$ cat config.mk
export PLATFORM = sky130hd
export DESIGN_NAME = ram_scan_display
export DESIGN_NICKNAME = d
export VERILOG_FILES = /design/src/rtl/ram_scan_display.sv
export SDC_FILE = /design/constraint.sdc
export NUM_CORES = 1
export LEC_CHECK = 0
export CELL_PAD_IN_SITES_DETAIL_PLACEMENT = 1
export CELL_PAD_IN_SITES_GLOBAL_PLACEMENT = 2
export CORE_MARGIN = 3
export CORE_UTILIZATION = 38
export DETAILED_ROUTE_END_ITERATION = 6
export PLACE_DENSITY_LB_ADDON = 0.1
export SLEW_MARGIN = 20
export SYNTH_ARGS = -nofsm -noshare
export SYNTH_HDL_FRONTEND = slang
export SYNTH_SLANG_ARGS = --single-unit
$ cat constraint.sdc
create_clock -name clk -period 6.5 [get_ports clk]
set_clock_uncertainty 0.05 [all_clocks]
set_input_delay 0.975 -clock clk [delete_from_list [all_inputs] [get_ports clk]]
set_output_delay 0.975 -clock clk [all_outputs]
set_load 0.02 [all_outputs]
$ cat src/rtl/ram_scan_display.sv
// ram_scan_display
//   Read-side scanner for a small synchronous RAM (1-cycle read latency).
//   Sweeps addresses 0 .. 2^ADDR_W-1, issues one read per address, captures
//   the returned byte and shows it on two active-low hex 7-segment digits.
//   It advances either after DWELL hold cycles (auto) or on a step pulse
//   (manual).
//
//   Optional feature macro: RAM_SCAN_ADDR_SEG_EN
//     When defined, adds seg_addr, an active-low digit showing the address
//     of the displayed word.
//
// Ports
//   clk       in   clock, all state on the rising edge
//   rst_n     in   asynchronous active-low reset
//   en        in   scan enable; low forces IDLE, display is held
//   manual    in   1 = advance on step only, 0 = advance after DWELL cycles
//   step      in   single-cycle advance request (debounced, synchronous)
//   ram_addr  out  registered RAM read address
//   ram_rd    out  read strobe, one cycle per read
//   ram_q     in   RAM read data, valid the cycle after ram_rd
//   seg_hi    out  active-low {g,f,e,d,c,b,a} for ram_q[7:4]
//   seg_lo    out  active-low {g,f,e,d,c,b,a} for ram_q[3:0]
//   seg_addr  out  (RAM_SCAN_ADDR_SEG_EN only) active-low digit of the address
//   valid     out  high while the segments show a captured word
module ram_scan_display #(
  parameter int ADDR_W = 4,
  parameter int DATA_W = 8,
  parameter int DWELL  = 50_000_000
) (
  input  logic              clk,
  input  logic              rst_n,
  input  logic              en,
  input  logic              manual,
  input  logic              step,
  output logic [ADDR_W-1:0] ram_addr,
  output logic              ram_rd,
  input  logic [DATA_W-1:0] ram_q,
  output logic [6:0]        seg_hi,
  output logic [6:0]        seg_lo,
`ifdef RAM_SCAN_ADDR_SEG_EN
  output logic [6:0]        seg_addr,
`endif
  output logic              valid
);

  localparam int CNT_W = (DWELL > 1) ? $clog2(DWELL) : 1;
  localparam logic [CNT_W-1:0] LAST = CNT_W'(DWELL - 1);

  typedef enum logic [2:0] {
    IDLE    = 3'd0,
    ISSUE   = 3'd1,
    WAIT    = 3'd2,
    CAPTURE = 3'd3,
    HOLD    = 3'd4
  } state_t;

  state_t           state;
  state_t           next;
  logic [1:0]       rst_sync;
  logic             run_ok;
  logic             advance;
  logic [CNT_W-1:0] dwell_cnt;

  function automatic logic [6:0] hex7(input logic [3:0] n);
    logic [6:0] s;
    case (n)
      4'h0: s = 7'b1000000;
      4'h1: s = 7'b1111001;
      4'h2: s = 7'b0100100;
      4'h3: s = 7'b0110000;
      4'h4: s = 7'b0011001;
      4'h5: s = 7'b0010010;
      4'h6: s = 7'b0000010;
      4'h7: s = 7'b1111000;
      4'h8: s = 7'b0000000;
      4'h9: s = 7'b0010000;
      4'hA: s = 7'b0001000;
      4'hB: s = 7'b0000011;
      4'hC: s = 7'b1000110;
      4'hD: s = 7'b0100001;
      4'hE: s = 7'b0000110;
      default: s = 7'b0001110;
    endcase
    return s;
  endfunction

  // Reset asserts asynchronously but is released through two flops; the
  // FSM stays in IDLE until the release has propagated.
  always_ff @(posedge clk or negedge rst_n) begin
    if (!rst_n) rst_sync <= '0;
    else        rst_sync <= {rst_sync[0], 1'b1};
  end
  assign run_ok = rst_sync[1];

  always_ff @(posedge clk or negedge rst_n) begin
    if (!rst_n) state <= IDLE;
    else        state <= next;
  end

  always_comb begin
    next    = state;
    ram_rd  = 1'b0;
    advance = 1'b0;
    case (state)
      IDLE:    if (run_ok) next = ISSUE;
      ISSUE: begin
        ram_rd = 1'b1;
        next   = WAIT;
      end
      WAIT:    next = CAPTURE;
      CAPTURE: next = HOLD;
      HOLD: begin
        advance = manual ? step : (dwell_cnt >= LAST);
        if (advance) next = ISSUE;
      end
      default: next = IDLE;
    endcase
    if (!en) next = IDLE;
  end

  // Datapath only acts while enabled, so dropping en mid-read aborts the
  // capture and leaves address/display untouched. The dwell counter only
  // runs in auto mode and is not cleared by a mode toggle.
  always_ff @(posedge clk or negedge rst_n) begin
    if (!rst_n) begin
      ram_addr  <= '0;
      seg_hi    <= '1;
      seg_lo    <= '1;
      valid     <= 1'b0;
      dwell_cnt <= '0;
`ifdef RAM_SCAN_ADDR_SEG_EN
      seg_addr  <= '1;
`endif
    end else if (en) begin
      if (state == CAPTURE) begin
        seg_hi    <= hex7(ram_q[7:4]);
        seg_lo    <= hex7(ram_q[3:0]);
        valid     <= 1'b1;
        dwell_cnt <= '0;
`ifdef RAM_SCAN_ADDR_SEG_EN
        seg_addr  <= hex7(4'(ram_addr));
`endif
      end else if (state == HOLD) begin
        if (advance)      ram_addr  <= ram_addr + ADDR_W'(1);
        else if (!manual) dwell_cnt <= dwell_cnt + CNT_W'(1);
      end
    end
  end

endmodule

==> run summary, run 1 <==
status: complete, no violations
number of global-route vias before repair: 2585
first-pass GRT wire length: 12400 um
Layout area overhead: 15.2%
Power Total: 0.000822 W
antenna fix cells: 0
crit path DAT: 3.89 ns
GPL Wtd Cong: 0.718
hold_buf cts: 0
post-cts repair resize count: 0
max-slew violations: 0
Post-synth EDFFs: 0
Leak: 1.42 nW
Setup crit start kind: primary input
Post-route DRC: 0
Slew HR: 0.424
Post-Route WL: 7310 um
largest net degree at the start of global routing: 51
Finish-stage setup viols: 0
area leader, netlist: dfrtp_1
Die H: 95.9 um
post-layout net count: 373
First-pass DRT Iterations: 4
cell area after synthesis: 3070 um2
Multi-input gate area: 1660 um2
Placed Cells: 441
smallest hold slack: 0.316 ns
minimum clock period: 3.76 ns
most common cell in the netlist: o21ai_0
FF/Latch Area: 1270 um2
worst stage delay on the critical path: 0.61 ns
number of DRC markers in iteration 0: 73
Horiz. Die Dim: 95.9 um
Vias/cell: 5.42
RSZ-0062 raised after global routing: false
top-area cell type share of the netlist area: 0.293
worst-path cell chain: clkdlybuf4s50_1 -> nand2_1 -> a22oi_2 -> o21ai_4 -> or2_1 -> buf_4 -> o41ai_1
top cells by count, synth: o21ai_0 (50), dfrtp_1 (36), nand2_1 (27)
sequential share of the synthesized area: 0.413
Clock Latency Late Sink: 0.30 ns
H-tree Lvls: 2
gr ovfl total: 0
HP Class: reg -> reg
clock buffer depth: 2
# port buffers: 32
Num CTS Buffers: 5
prevailing post-synth register cell: dfrtp_1
clk slew on worst S/H paths: 0.09 ns
YS warnings: 0
Max-Cap Viols: 0
VDD IR-drop max: 0.150 mV
# fillers: 895
DP HPWL: 5030 um
number of distinct library cells after synthesis: 45
post-CTS setup buffers: 0
Syn Inst Count: 324
Crit path required time: 6.64 ns
clock root cell: clkbuf_8
synthesized flop and latch total: 50
Core Region: 7770 um2
Worst-Margin Slew: 0.862 ns
vias: 2434
total track usage: 0.170
setup TNS: 0 ns
maximum clock rate: 0.266 GHz
Worst Path Max Fanout: 29
initial antenna violation count: 0
pwr dens: 232 nW/um2
Avg WL per Cell: 16.3 um
post-route ant nets: 0
critical path endpoint category: flip-flop
CP max-delay cell: clkdlybuf4s50_1
fin cells: 449
Initial Util: 0.395
syn_area_per_cell: 9.48 um2
die area: 9190 um2
post-synth net total: 351
top-level I/O count: 33
Final Cycle Share: 0.578
Row Count: 32
CTS tree: done
Synth async-reset ratio: 1.00
Final Hold Fails: 0
Layout Utilization: 0.456
clock sink count: 50
top cells by area, synth: dfrtp_1 (29%), dfstp_2 (12%), o21ai_0 (8.1%)
critical path class: in -> reg
layout cells sized above 1: 0.159
## layout by cell type, fill, tap and decap left out, types with 6 or more instances in the layout
cell type         n
and3_1           13
dfrtp_1          36
mux2i_1           6
inv_1            10
mux2_2            7
nand3_1          17
a21oi_1          10
nand2_1          27
clkbuf_8          8
nor2_1           24
ha_1             14
dfstp_2          14
o21ai_0          50
o31ai_2          12
a31oi_1          11
clkdlybuf4s50_1  31
## state kept, by name (all words and copies together) (netlist names)
| name | flops |
|---|---|
| rst_sync | 2 |
| seg_lo | 7 |
| valid | 1 |
| dwell_cnt | 26 |
| seg_hi | 7 |
| state | 3 |
| ram_addr | 4 |
## worst max-delay path: cells and delay by family
family	cells	cell delay [ns]
compound gates	3	1.04
buf+inv	2	0.89
simple gates	2	0.97
## cell type report
class | instances | area share
clock buffer | 8 | 0.0311
timing repair buffer | 35 | 0.0955
sequential | 50 | 0.359
multi-input combinational | 244 | 0.468
inverter | 10 | 0.0106
tap | 102 | 0.0361
## worst paths after layout
path / start / to / slack [ns] / cells past startpoint
worst max-delay path: en / dwell_cnt[15]$_DFFE_PN0P_ / 2.74 / 7
worst min-delay path: rst_sync[0]$_DFF_PN0_ / rst_sync[1]$_DFF_PN0_ / 0.32 / 0
worst max register to register: state[2]$_DFFE_PN0P_ / dwell_cnt[15]$_DFFE_PN0P_ / 3.07 / 8
worst min register to register: rst_sync[0]$_DFF_PN0_ / rst_sync[1]$_DFF_PN0_ / 0.32 / 0
max in group asynchronous: rst_n / dwell_cnt[21]$_DFFE_PN0P_ / 5.23 / 2
min in group asynchronous: rst_n / ram_addr[2]$_DFFE_PN0P_ / 0.72 / 2
## cell families after synthesis
logic type,after synthesis,synth area share
simple gates,104,0.166
other cells,1,0.00122
mux,15,0.0599
flops,50,0.413
buf+inv,30,0.0473
fa+ha+maj,14,0.0571
compound gates,106,0.244
xor+xnor,4,0.0114
## through the flow
step	setup slack, ns	instance area (um2)
6_report	2.74	3540
5_1_grt	2.50	3540
4_1_cts	2.72	3540
3_5_place_dp	2.39	3430
3_3_place_gp	2.53	3430
2_1_floorplan	4.15	3070
## where the power goes
part | switching [W] | total (W) | internal [W]
Sequential | 0.0000285 | 0.000400 | 0.000371
Clock | 0.000103 | 0.000211 | 0.000108
Combinational | 0.000112 | 0.000212 | 0.0000996
## metal layers
metal / share of wire / up-vias / GRT usage
met2: 0.48 / 25 / 0.292
met4: 0.0072 / 0 / 0.0355
met1: 0.49 / 1189 / 0.223
met5: 0 / - / 0
li1: - / 1215 / -
met3: 0.021 / 5 / 0.0289
Power figures use the tool's default switching activity.
==> inputs of run 2 (changes only) <==
--- a/config.mk
+++ b/config.mk
@@ -8,7 +8,7 @@
 export CELL_PAD_IN_SITES_DETAIL_PLACEMENT = 1
 export CELL_PAD_IN_SITES_GLOBAL_PLACEMENT = 2
 export CORE_MARGIN = 3
-export CORE_UTILIZATION = 38
+export CORE_UTILIZATION = 36
 export DETAILED_ROUTE_END_ITERATION = 6
 export PLACE_DENSITY_LB_ADDON = 0.1
 export SLEW_MARGIN = 20
==> constraint.sdc (replaced) <==
create_clock -name clk -period 3.75 [get_ports clk]
set_clock_uncertainty 0.05 [all_clocks]
set_input_delay 0.5625 -clock clk [delete_from_list [all_inputs] [get_ports clk]]
set_output_delay 0.5625 -clock clk [all_outputs]
set_load 0.02 [all_outputs]
==> run summary, run 2 (same netlist as run 1, synthesis figures left out) <==
Crit path required time: 3.89 ns
max-slew violations: 0
first-pass GRT wire length: 12200 um
Die H: 98.4 um
number of global-route vias before repair: 2524
setup ws final: 1.05 ns
Final Hold Fails: 0
R2R Path Start: dwell_cnt[0]$_DFFE_PN0P_
FF/Latch Area: 1270 um2
# fillers: 957
largest net degree at the start of global routing: 33
Layout Utilization: 0.428
Initial Util: 0.372
VDD IR-drop max: 0.242 mV
clk slew on worst S/H paths: 0.09 ns
total track usage: 0.153
status: complete, no violations
Core Region: 8260 um2
Row Count: 33
Leak: 1.42 nW
Horiz. Die Dim: 98.4 um
number of flip-flops in the largest register: 26
Biggest register: dwell_cnt
cell count of the worst reg-to-reg path: 8
Num CTS Buffers: 5
maximum clock rate: 0.370 GHz
crit path DAT: 2.84 ns
Post-route DRC: 0
most frequent cells in the layout: o21ai_0 (50), dfrtp_1 (36), clkdlybuf4s50_1 (31)
initial antenna violation count: 0
top-level I/O count: 33
most common cell after layout, fill and taps aside: o21ai_0
setup TNS: 0 ns
First-pass DRT Iterations: 4
vias: 2475
pwr dens: 392 nW/um2
FF-to-FF End: dwell_cnt[25]$_DFFE_PN0P_
clock sink count: 50
post-layout net count: 375
Avg WL per Cell: 16.1 um
Vias/cell: 5.45
Clock Latency Late Sink: 0.30 ns
minimum clock period: 2.70 ns
DP HPWL: 5010 um
Layout area overhead: 15.2%
clock buffer depth: 2
Slew HR: 0.464
post-CTS setup buffers: 0
H-tree Lvls: 2
CTS tree: done
FF-to-FF setup slack: 1.05 ns
Final Cycle Share: 0.720
Worst-Margin Slew: 0.803 ns
GPL Wtd Cong: 0.738
critical path endpoint category: flip-flop
smallest hold slack: 0.282 ns
Setup crit start kind: flip-flop
RSZ-0062 raised after global routing: false
hold_buf cts: 0
clock root cell: clkbuf_8
dpl ws: 0.807 ns
die area: 9670 um2
Post-Route WL: 7320 um
Power Total: 0.00139 W
post-route ant nets: 0
antenna fix cells: 0
number of DRC markers in iteration 0: 115
Worst Path Max Fanout: 16
Finish-stage setup viols: 0
Multi-input gate area: 1660 um2
critical path class: reg -> reg
Max-Cap Viols: 0
layout cells sized above 1: 0.160
# port buffers: 32
gr ovfl total: 0
HP Class: in -> async
post-cts repair resize count: 0
Top Registers: dwell_cnt x26, seg_hi x7, seg_lo x7
==> run 2: cell count changes in the layout (fill, tap and decap cells not counted), sizes merged <==
cell and change:
clkbuf -1, clkinv +1, buf +2
==> run 2: metrics by stage <==
step	cell area [um2]	std cells
2_1_floorplan	3070	324
3_3_place_gp	3450	446
3_5_place_dp	3450	446
4_1_cts	3540	454
5_1_grt	3540	454
6_report	3540	454
==> run 2: routing by layer <==
layer	wire length, um	global-route usage	vias up
li1	-	-	1216
met1	3520	0.202	1234
met2	3560	0.254	23
met3	207	0.0371	2
met4	29	0.0315	0
met5	0	0	-
==> run 2: where the power goes <==
part,switching (W),internal (W),leakage [nW]
registers,0.0000449,0.000643,0.637
logic,0.000192,0.000173,0.735
clock network,0.000184,0.000150,0.0482
total,0.000421,0.000965,1.42
==> run 2: worst max-delay path, stage by stage, from the launching register on <==
cell and delay [ns]:
dfrtp_1 0.39, ha_1 0.21, and3_1 0.34, a21oi_2 0.11, o21a_2 0.24, o21ai_4 0.14, or2_1 0.64, buf_4 0.34
o21ai_0 0.11
==> run 2: area by class of cell <==
type / count / share of cell area
multi-input combinational: 244 / 0.468
sequential: 50 / 0.359
timing repair buffer: 37 / 0.0997
tap: 105 / 0.0371
clock buffer: 7 / 0.0244
inverter: 10 / 0.0106
clock inverter: 1 / 0.00141
==> run 2: worst max path at each step <==
stage / slack [ns] / cells past startpoint / end / from
global route: 0.86 / 8 / dwell_cnt[16]$_DFFE_PN0P_ / dwell_cnt[1]$_DFFE_PN0P_
floorplan: 1.64 / 10 / dwell_cnt[20]$_DFFE_PN0P_ / dwell_cnt[0]$_DFFE_PN0P_
global placement: 0.88 / 8 / dwell_cnt[16]$_DFFE_PN0P_ / manual
CTS: 1.01 / 8 / dwell_cnt[16]$_DFFE_PN0P_ / dwell_cnt[0]$_DFFE_PN0P_
finish: 1.05 / 8 / dwell_cnt[25]$_DFFE_PN0P_ / dwell_cnt[0]$_DFFE_PN0P_
detailed placement: 0.81 / 8 / dwell_cnt[25]$_DFFE_PN0P_ / manual
==> RTL edit: new RTL, config.mk and constraints of run 2 <==
The 5 states of `state_t` get a Gray code encoding in 3 bits.
--- a/src/rtl/ram_scan_display.sv
+++ b/src/rtl/ram_scan_display.sv
@@ -48,9 +48,9 @@
 
   typedef enum logic [2:0] {
-    IDLE    = 3'd0,
-    ISSUE   = 3'd1,
-    WAIT    = 3'd2,
-    CAPTURE = 3'd3,
-    HOLD    = 3'd4
+    IDLE    = 3'b000,
+    ISSUE   = 3'b001,
+    WAIT    = 3'b011,
+    CAPTURE = 3'b010,
+    HOLD    = 3'b110
   } state_t;
 
Formal check against the unedited RTL: no difference found for any inputs over 10 cycles, from zero or initial values and one cycle with rst_n low; not proved beyond that.
==> RTL edit against run 2 <==
- synthesized area is 5.6% higher
- sequential cell count stayed put
- setup slack better by 0.022 ns
- wire length is 23% higher
- design area is 6.9% higher
- highest routed layer unchanged
Power is not compared: it rests on default switching activity, and its combinational part moved more than twofold at a synthesized area within 25%.
==> RTL edit: results (changes against run 2) <==
| Metric | Value |
|---|---|
| Leak pwr | 1.50 nW |
| Setup bufs post-CTS | 0 (unchanged) |
| Setup TNS | 0 ns (unchanged) |
| # DRC | 0 (unchanged) |
| Detail Placement HPWL | 6500 um (was 5010 um) |
| Global-route usage over all layers | 18.9% (was 15.3%) |
| Synthesized Nets | 383 (was 351) |
| Status | finished clean (unchanged) |
| Drt total wl | 9030 um (was 7320 um) |
| Total of fill cells in the finished design | 994 (was 957) |
| Hold Buf Count CTS | 0 (unchanged) |
| TritonCTS buffer count | 5 (unchanged) |
| Wire length on met3 | 289 um (was 207 um) |
| Top flop regs | dwell_cnt (26), seg_hi (7), seg_lo (7) (unchanged) |
| Share of cells above drive strength 1 | 15.6% (was 16.0%) |
| Via count | 2885 (was 2475) |
| Xor/xnor cell area share of the yosys netlist | 1.04% (was 1.14%) |
| Antenna cells | 0 (unchanged) |
| Distinct cells, synth | 65 (was 45) |
| Post-synth top flop | dfrtp_1 (unchanged) |
| Root Driver | clkbuf_8 (unchanged) |
| Compound-gate portion of the synthesized area | 19.4% (was 24.4%) |
| 1st-iter DRT viols | 168 (was 115) |
| CTS Buffer Depth | 2 (unchanged) |
| First-pass GRT wire length | 15600 um (was 12200 um) |
| Mux cell area share after synthesis | 5.67% (was 5.99%) |
| Crit-path max FO | 8 (was 16) |
| Vias in the first global route | 2978 (was 2524) |
| Nets@finish | 411 (was 375) |
| Synth area leaders | dfrtp_1 28%, dfstp_2 11%, ha_1 5.4%, a21oi_1 4.3%, nand2_1 4.3% (was dfrtp_1 29%, dfstp_2 12%, o21ai_0 8.1%, ha_1 5.7%, o31ai_2 4.9%) |
| RePlAce Congestion | 0.787 (was 0.738) |
| Largest net degree at the start of global routing | 30 (was 33) |
| Met1 wire length | 4400 um (was 3520 um) |
| Hold slack | 0.167 ns (was 0.282 ns) |
| R2r setup slk | 1.07 ns (was 1.05 ns) |
| Register area share after synthesis | 39.1% (was 41.3%) |
| Area share of fa/ha/maj cells after synthesis | 5.40% (was 5.70%) |
| Placement-stage cell area | 0.00364 sq mm (was 0.00345 sq mm) |
| CP arrival | 2.83 ns (was 2.84 ns) |
| Met2 wire length | 4250 um (was 3560 um) |
| Initial antenna violation count | 0 (unchanged) |
| Relative slew slack | 46.4% (about the same) |
| Most frequent cells after synthesis | 37 x nand2_1, 36 x dfrtp_1, 32 x nor2_1, 28 x a21oi_1, 22 x o21ai_0 (was 50 x o21ai_0, 36 x dfrtp_1, 27 x nand2_1, 24 x nor2_1, 17 x nand3_1) |
[RTL edit: worst paths after layout]
path,cells after the start,endpoint,startpoint
hold reg to reg,0,rst_sync[1],rst_sync[0]
setup reg to reg,7,dwell_cnt[8],dwell_cnt[0]
max in group asynchronous,2,seg_hi[4],rst_n
hold / removal,1,ram_addr[3],rst_n
min in group clk,0,rst_sync[1],rst_sync[0]
setup / recovery,7,dwell_cnt[8],dwell_cnt[0]
[RTL edit: metrics by stage]
| stage | worst slack [ns] | utilization, % | cells |
|---|---|---|---|
| 2_1_floorplan | 1.60 | - | 356 |
| 3_3_place_gp | 0.981 | 43.0 | 482 |
| 3_5_place_dp | 0.928 | 43.0 | 482 |
| 4_1_cts | 1.07 | 44.7 | 490 |
| 5_1_grt | 0.846 | 44.7 | 490 |
| 6_report | 1.07 | 44.7 | 490 |
[RTL edit: power by group]
group / switching (mW) / internal [mW] / total, mW
logic: 0.494 / 0.350 / 0.844
clock network: 0.194 / 0.285 / 0.479
registers: 0.143 / 0.726 / 0.869
[RTL edit: layout make-up]
cell class | instances | area, sq um | area share (%)
clock buffer | 6 | 82.6 | 2.18
clock inverter | 2 | 60.1 | 1.59
inverter | 10 | 37.5 | 0.993
multi-input combinational | 278 | 1830 | 48.5
sequential | 50 | 1270 | 33.6
tap | 105 | 131 | 3.47
timing repair buffer | 39 | 368 | 9.73
[RTL edit: critical path: stages, from the launching register on]
cell      delay, ns
dfrtp_1        0.50
ha_1           0.37
nand2_1        0.11
o211ai_2       0.26
a211oi_2       0.18
o21ai_0        0.66
o22ai_1        0.22
a22o_1         0.23
[RTL edit: routing by layer]
layer,GRT usage (%),up-vias
li1,-,1384
met1,26.5,1447
met2,30.9,42
met3,2.77,12
met4,4.29,0
met5,0,-
